--- src/rtl/soft_trig_scheduler.sv ---
// rtl/soft_trig_scheduler.sv - round-robin soft-event scheduler gated by the EVG machine trigger
// Optional ARMED timeout and sticky tmo_flag built when SOFT_TRIG_TIMEOUT_EN is defined.
module soft_trig_scheduler #(
    parameter int N_REQ   = 4,
    parameter int ID_W    = 2,
    parameter int DLY_W   = 16,
    parameter int TMO_CYC = 250000000
) (
    input  logic             clk,
    input  logic             reset,
    input  logic             clk_enable,
    input  logic             evg_trig,
    input  logic [N_REQ-1:0] soft_event,
    input  logic [N_REQ-1:0] req_mask,
    input  logic [DLY_W-1:0] delay_cfg,
    input  logic [7:0]       pulse_len,
    input  logic             tmo_clr,
    output logic [N_REQ-1:0] trig_out,
    output logic [N_REQ-1:0] pending,
    output logic [ID_W-1:0]  grant_id,
    output logic             busy,
    output logic [N_REQ-1:0] tmo_flag
);

    typedef enum logic [1:0] {IDLE, ARMED, DELAY, PULSE} state_t;

    state_t           state;
    logic [N_REQ-1:0] sync1, sync2, sync3;
    logic             evg_trig_d;
    logic [N_REQ-1:0] ev_edge;
    logic             trig_edge;
    logic [ID_W-1:0]  rr_ptr;
    logic [ID_W-1:0]  next_ptr;
    logic [ID_W:0]    pick_sum;
    logic [ID_W-1:0]  pick_idx;
    logic [ID_W-1:0]  pick_id;
    logic             pick_found;
    logic [DLY_W-1:0] cnt;
    logic [7:0]       pcnt;
    logic [7:0]       plen_eff;
    logic [N_REQ-1:0] grant_onehot;
    logic             armed_live;
    logic [N_REQ-1:0] grant_clr;
    logic             tmo_hit;

    always_ff @(posedge clk or negedge reset) begin
        if (!reset) begin
            sync1      <= '0;
            sync2      <= '0;
            sync3      <= '0;
            evg_trig_d <= 1'b0;
        end else begin
            sync1      <= soft_event;
            sync2      <= sync1;
            sync3      <= sync2;
            evg_trig_d <= evg_trig;
        end
    end

    assign ev_edge      = sync2 & ~sync3;
    assign trig_edge    = evg_trig & ~evg_trig_d;
    assign grant_onehot = N_REQ'(1) << grant_id;
    assign plen_eff     = (pulse_len == 8'd0) ? 8'd1 : pulse_len;
    assign next_ptr     = (grant_id == ID_W'(N_REQ - 1)) ? '0 : grant_id + ID_W'(1);
    assign armed_live   = clk_enable && (state == ARMED) && pending[grant_id];
    assign grant_clr    = (armed_live && (trig_edge || tmo_hit)) ? grant_onehot : '0;

    // Scan downwards so the lowest offset from rr_ptr is the final winner.
    always_comb begin
        pick_found = 1'b0;
        pick_id    = '0;
        pick_sum   = '0;
        pick_idx   = '0;
        for (int j = N_REQ - 1; j >= 0; j--) begin
            pick_sum = {1'b0, rr_ptr} + (ID_W + 1)'(j);
            if (pick_sum >= (ID_W + 1)'(N_REQ))
                pick_sum = pick_sum - (ID_W + 1)'(N_REQ);
            pick_idx = pick_sum[ID_W-1:0];
            if (pending[pick_idx]) begin
                pick_found = 1'b1;
                pick_id    = pick_idx;
            end
        end
    end

    // A fresh edge is OR-ed in after the grant clear, so a colliding request stays queued.
    always_ff @(posedge clk or negedge reset) begin
        if (!reset)
            pending <= '0;
        else if (clk_enable)
            pending <= ((pending & ~grant_clr) | ev_edge) & req_mask;
    end

`ifdef SOFT_TRIG_TIMEOUT_EN
    localparam int TMO_W = $clog2(TMO_CYC + 1);

    logic [TMO_W-1:0] tmo_cnt;
    logic [N_REQ-1:0] tmo_set;

    assign tmo_hit = (state == ARMED) && !trig_edge && (tmo_cnt == TMO_W'(TMO_CYC - 1));
    assign tmo_set = (armed_live && tmo_hit) ? grant_onehot : '0;

    always_ff @(posedge clk or negedge reset) begin
        if (!reset)
            tmo_cnt <= '0;
        else if (clk_enable)
            tmo_cnt <= (state == ARMED) ? tmo_cnt + TMO_W'(1) : '0;
    end

    always_ff @(posedge clk or negedge reset) begin
        if (!reset)
            tmo_flag <= '0;
        else
            tmo_flag <= (tmo_clr ? '0 : tmo_flag) | tmo_set;
    end
`else
    logic unused_tmo;

    assign tmo_hit    = 1'b0;
    assign tmo_flag   = '0;
    assign unused_tmo = tmo_clr ^ (TMO_CYC == 0);
`endif

    always_ff @(posedge clk or negedge reset) begin
        if (!reset) begin
            state    <= IDLE;
            rr_ptr   <= '0;
            grant_id <= '0;
            busy     <= 1'b0;
            trig_out <= '0;
            cnt      <= '0;
            pcnt     <= '0;
        end else if (clk_enable) begin
            case (state)
                IDLE: begin
                    if (pick_found) begin
                        grant_id <= pick_id;
                        state    <= ARMED;
                        busy     <= 1'b1;
                    end
                end
                ARMED: begin
                    if (!pending[grant_id]) begin
                        state <= IDLE;
                        busy  <= 1'b0;
                    end else if (trig_edge) begin
                        cnt <= delay_cfg;
                        if (delay_cfg == '0) begin
                            state    <= PULSE;
                            trig_out <= grant_onehot;
                            pcnt     <= plen_eff;
                        end else begin
                            state <= DELAY;
                        end
                    end else if (tmo_hit) begin
                        state  <= IDLE;
                        busy   <= 1'b0;
                        rr_ptr <= next_ptr;
                    end
                end
                DELAY: begin
                    if (cnt == DLY_W'(1)) begin
                        state    <= PULSE;
                        trig_out <= grant_onehot;
                        pcnt     <= plen_eff;
                    end else begin
                        cnt <= cnt - DLY_W'(1);
                    end
                end
                PULSE: begin
                    if (pcnt <= 8'd1) begin
                        trig_out <= '0;
                        state    <= IDLE;
                        busy     <= 1'b0;
                        rr_ptr   <= next_ptr;
                    end else begin
                        pcnt <= pcnt - 8'd1;
                    end
                end
                default: begin
                    state <= IDLE;
                    busy  <= 1'b0;
                end
            endcase
        end
    end

endmodule
--- config.mk ---
export PLATFORM = sky130hd
export DESIGN_NAME = soft_trig_scheduler
export DESIGN_NICKNAME = d
export VERILOG_FILES = /design/src/rtl/soft_trig_scheduler.sv
export SDC_FILE = /design/constraint.sdc
export NUM_CORES = 1
export LEC_CHECK = 0
export ABC_AREA = 1
export ABC_CLOCK_PERIOD_IN_PS = 3950
export CAP_MARGIN = 20
export CORE_MARGIN = 4
export CORE_UTILIZATION = 41
export CTS_CLUSTER_DIAMETER = 40
export CTS_CLUSTER_SIZE = 24
export DETAILED_ROUTE_END_ITERATION = 10
export GPL_ROUTABILITY_DRIVEN = 1
export PLACE_DENSITY = 0.7
export SLEW_MARGIN = 20
export SYNTH_ARGS = -nofsm -noshare
export SYNTH_HDL_FRONTEND = slang
export SYNTH_SLANG_ARGS = --single-unit
--- constraint.sdc ---
create_clock -name clk -period 3.95 [get_ports clk]
set_input_delay 0.5925 -clock clk [delete_from_list [all_inputs] [get_ports clk]]
set_output_delay 0.5925 -clock clk [all_outputs]
set_load 0.05 [all_outputs]
---- Yosys cells after proc, flatten, opt, wreduce, memory -nomap -nowiden ----
Cells that the tools add are included.
W data, S select, Z words.
cells by class
  bitwise logic cells ..................... 8
  eq/ne operators ......................... 15
  magnitude comparators ................... 10
  shift operators ......................... 1
  reductions and logical operators ........ 16
  multiplexer cells ....................... 52
  add/sub/neg operators ................... 10
operator list
  cell                     count
  $mux W16                 3
  $mux W8                  6
  $pmux W16 S2             1
  $mux W2                  14
  $mux W4                  6
  $pmux W8 S3              1
  $eq A16 B1 Y1 const B    1
  $logic_not A16 Y1        1
  $sub A16 B1 Y16 const B  1
  $lt A2 B3 Y1 const B     5
  $reduce_and A5 Y1        3
  $ne A2 B2 Y1 const B     7
  $reduce_and A7 Y1        2
  $mux W1                  13
  $and A4 B4 Y4            3
  $pmux W4 S3              1
  $bmux W1 S2              5
  $ge A3 B3 Y1 const B     3
  $le A8 B1 Y1 const B     1
  $logic_not A8 Y1         1
  $not A4 Y4               2
  $pmux W2 S4              1
  $sub A2 B1 Y2 const B    4
  $sub A8 B1 Y8 const B    1
  18 further kinds         26
storage, ports and cells
  output and inout bits ................... 15
  register bits ........................... 52

---- Logic depth before layout (Yosys ltp) ----
  depth in word-level cells ............... 11
  mapped depth ............................ 12
  gate-level depth less buffers ........... 11

---- Worst setup path after synthesis ----
Ideal clock, no wire load.
  path type ............................... register to register
  start ................................... reg grant_id[0]
  end ..................................... reg cnt[3]
  buffers on the path ..................... 1
  slack ................................... 2187 ps
  period minus slack after synthesis ...... 1763 ps
  arrival time ............................ 1632 ps
  required time ........................... 3820 ps
  cell stages (with the launch flop) ...... 11
  library setup time ...................... 130 ps
  path through ............................ dfrtp_1 -> inv_2 -> nand2_1 -> nand3_1 -> nand2_2 -> nor2_4 -> nand2_2 -> nand2_2 -> buf_4 -> o211ai_1 -> o21ai_0
on the way
  word-level cells in the longest chain between the ends .. 4
RTL lines
  item                                RTL line  RTL
  from (decl)                         20        output logic [ID_W-1:0] grant_id,
  from (signal assigned)              137       grant_id <= pick_id;
  $bmux W1 S2                         143       if (!pending[grant_id]) begin
  $mux W1 (not written as such)       143
  $ne A2 B1 Y1 (no source line)       n/a
  $reduce_and A5 Y1 (no source line)  n/a
  to (signal assigned)                147       cnt <= delay_cfg;
  to (signal assigned)                167       cnt <= cnt - DLY_W'(1);
  to (decl)                           38        logic [DLY_W-1:0] cnt;
Every way passes these cells. The select of a mux whose other input is x is not followed.
A chain may end at the register's enable or synchronous reset.

---- Final worst setup path ----
  start ................................... reg state[0]
  end ..................................... reg cnt[11]
on the way
  word-level cells in the longest chain between the ends .. 3
  elaborated cells on any way between the ends .. 8
  those cells by class .................... eq/ne (5); mux (1); reduce/logical (2)
RTL lines
  item                                                         RTL line  RTL
  from (decl)                                                  27        state_t state;
  from (signal assigned)                                       126       state <= IDLE;
  from (signal assigned)                                       138       state <= ARMED;
  from (signal assigned)                                       144       state <= IDLE;
  $eq A2 B2 Y1 or $eq A2 B1 Y1 (tied branches)                 134       case (state)
  $ne A2 B2 Y1 (no source line), or another cell as far along  n/a
  $reduce_and A5 Y1 (no source line)                           n/a
Several ways; a longest one is shown, not always the timed one.

==> load_flow_metrics.sql <==
INSERT INTO impl_metrics (metric_group, metric, value, unit) VALUES
('outcome', 'run_status', 'completed', ''),
('timing', 'clock_skew', '0.0237', 'ns'),
('timing', 'tightestPinTransition', '0.707', 'ns'),
('global_routing', 'globalRoute.totalOverflow', '0', ''),
('timing', 'max_slew_headroom_at_the_worst_pin', '52.8', '%'),
('timing', 'finalMaxSlewViolations', '0', ''),
('cts', 'maximum_buffer_depth_of_the_clock_tree', '2', ''),
('logic_synthesis', 'synth_top_cell_by_area', 'dfrtp_1', ''),
('route', 'wire_per_inst', '11.7', 'um'),
('finish', 'fillers', '802', ''),
('power', 'finalPower', '2.41', 'mW'),
('die', 'die_height', '97.6', 'um'),
('power', 'power-per-cell-area', '617', 'nW/um^2'),
('die', 'pin_count', '52', ''),
('logic_synthesis', 'synthesis.area_per_instance', '6.85', 'sq um'),
('logic_synthesis', 'number_of_enable_type_register_cells_in_the_synthesized_netlist', '0', ''),
('finish', 'share_of_layout_cells_above_drive_strength_1', '7.03', '%'),
('cts', 'number_of_gates_resized_after_cts', '0', ''),
('power', 'cellLeakagePower', '1.90', 'nW'),
('route', 'detailedRoute.firstPassIterationCount', '4', ''),
('die', 'design.die.area', '9530', 'sq um'),
('global_routing', 'grt_pass1_vias', '2941', ''),
('critical_path', 'timing.critical_path.to_type', 'flip-flop', ''),
('route', 'final_antenna_net_count', '0', ''),
('route', 'routed_wl', '7330', 'um'),
('route', 'vias_after_detailed_routing', '3086', ''),
('timing', 'grt_setup_unrepaired', 'false', ''),
('critical_path', 'timing.critical_path.from', 'state[0]', ''),
('cts', 'clock_buffers_created_by_tritoncts', '5', ''),
('cts', 'postCtsHoldBufs', '0', ''),
('timing', 'timing.final.ws_setup', '1.59', 'ns'),
('critical_path', 'required_time_of_the_worst_setup_path', '4.17', 'ns'),
('die', 'initial_utilization', '42.4', '%'),
('global_routing', 'grt.met3_usage', '3.52', '%'),
('global_routing', 'globalRouteMet1Util', '20.6', '%'),
('finish', 'layout.cells.most_common', 'nand2_1', ''),
('global_routing', 'grt_max_degree', '31', ''),
('route', 'drt-vias-per-instance', '4.91', ''),
('logic_synthesis', 'ys.flop_type', 'dfrtp_1', ''),
('cts', 'clock_tree_from_tritoncts', 'built', ''),
('finish', 'multi_input_area', '1720', 'sq um'),
('place', 'numPortBuffers', '46', ''),
('cts', 'clk_pin_slew_worst_paths', '0.12', 'ns'),
('place', 'worst_setup_timing_slack_at_the_placement_stage', '1.28', 'ns'),
('die', 'die_w', '97.6', 'um'),
('finish', 'highest_count_cells_in_the_layout_ignoring_fill_and_taps', '169 x nand2_1, 52 x nor2_1, 52 x dfrtp_1, 47 x inv_1, 45 x clkdlybuf4s50_1', ''),
('critical_path', 'launching_point_of_the_worst_reg2reg_path', 'state[0]', ''),
('cts', 'htree_num_levels', '2', ''),
('place', 'dpl.hpwl', '5590', 'um'),
('route', 'drc', '0', ''),
('logic_synthesis', 'synthDistinctLibCells', '33', ''),
('logic_synthesis', 'post-synth-top-area-fraction', '39.5', '%'),
('finish', 'final_nets', '570', ''),
('place', 'routabilityCongestion', '0.867', ''),
('cts', 'clkLatencyLatePin', '0.32', 'ns'),
('global_routing', 'first_pass_grt_wire_length', '13000', 'um'),
('cts', 'post_cts_buffers', '0', ''),
('power', 'power.ir.vdd_worst', '0.238', 'mV'),
('finish', 'ff_latch_area', '1300', 'sq um'),
('critical_path', 'crit_fanout', '26', ''),
('logic_synthesis', 'postSynthCellCount', '481', ''),
('timing', 'clock.fmax', '424', 'MHz'),
('timing', 'period_minus_slack', '2.36', 'ns'),
('timing', 'finalCritPeriodShare', '59.7', '%'),
('run', 'maxCapViolCount', '0', ''),
('finish', 'diodes', '0', ''),
('die', 'placeableCoreArea', '7770', 'sq um'),
('logic_synthesis', 'top_cells_by_area_synth', 'dfrtp_1 39%, nand2_1 19%, nor2_1 5.9%', ''),
('finish', 'layout_overhead_on_the_synthesized_area', '18.5', '%'),
('worst_hold_path', 'timing.hold.worst.class', 'primary input to asynchronous set/reset pin', ''),
('global_routing', 'grt.total_usage', '16.0', '%');
[registers in the layout, indices dropped and copies added (netlist names), 4 cells and up, named ones only]
name	flops
cnt	16
sync3	4
sync2	4
pcnt	8
pending	4
trig_out	4
sync1	4
[per-stage QoR]
step	hold WS (ns)	std cells	util, %
3_3_place_gp	0.333	620	49.0
5_1_grt	0.347	628	50.3
6_report	0.308	628	50.3
4_1_cts	0.330	628	50.3
2_1_floorplan	0.297	484	-
3_5_place_dp	0.335	620	49.0
[cell families (layout without fill, tap and decap cells)]
logic type,count (synthesis),in the layout,share of synthesized area (%)
flip-flops,52,52,39.5
AND/OR/NAND/NOR,288,288,37.5
XOR/XNOR,5,5,1.33
other,1,4,0.114
adder cells (fa/ha/maj),8,8,3.04
buffers and inverters,67,109,8.77
AO/OA/AOI/OAI,60,60,9.76
[worst max-delay path, cell delays in order (launching register included)]
cell,delay [ns]
dfrtp_1,0.46
inv_2,0.08
nand2_1,0.38
inv_2,0.44
nand3_1,0.14
nand2_2,0.38
inv_2,0.17
o21ai_1,0.17
nand2_1,0.06
[layout make-up]
cell class / instances / share of cell area [%]
clock inverters: 3 / 0.641
repair buffers: 47 / 11.9
inverters: 54 / 5.19
well taps: 102 / 3.27
clock buffers: 5 / 1.76
flip-flops and latches: 52 / 33.3
multi-input cells: 365 / 43.9
[path summary, 6_finish.rpt]
kind	end	slack, ns	depth (start not counted)
min in group clk	sync2[1]	0.36	0
worst max-delay path	cnt[11]	1.59	8
worst max register to register	cnt[11]	1.59	8
max in group asynchronous	pcnt[4]	2.86	2
worst min register to register	sync2[1]	0.36	0
worst min-delay path	cnt[1]	0.31	1
[cell usage after synthesis (3+ instances only)]
cell	instances
or2_2	3
buf_2	3
nand2_1	169
nand3b_1	3
nor2_2	6
inv_2	7
o21ai_0	35
nand2_2	5
nand3_1	32
nor3_1	4
o211ai_1	5
ha_1	8
o21ai_1	8
inv_1	47
nand4_1	6
buf_4	7
dfrtp_1	52
nor2_4	4
nor2_1	52
xor2_1	3
a21oi_1	8
[per-layer routing]
| metal | vias to the layer above | share of wire (%) | routed length (um) |
|---|---|---|---|
| met1 | 1396 | 47 | 3410 |
| li1 | 1606 | - | - |
| met4 | 0 | 1.2 | 91 |
| met3 | 10 | 5.6 | 410 |
| met2 | 74 | 47 | 3410 |
| met5 | - | 0 | 0 |
[where the power goes]
group	internal (mW)	switching, mW	total [mW]	leakage (nW)
logic	0.416	0.787	1.20	1.22
registers	0.705	0.176	0.881	0.638
clock network	0.130	0.197	0.326	0.0452
Note: power is estimated with default switching activity, not from simulation.
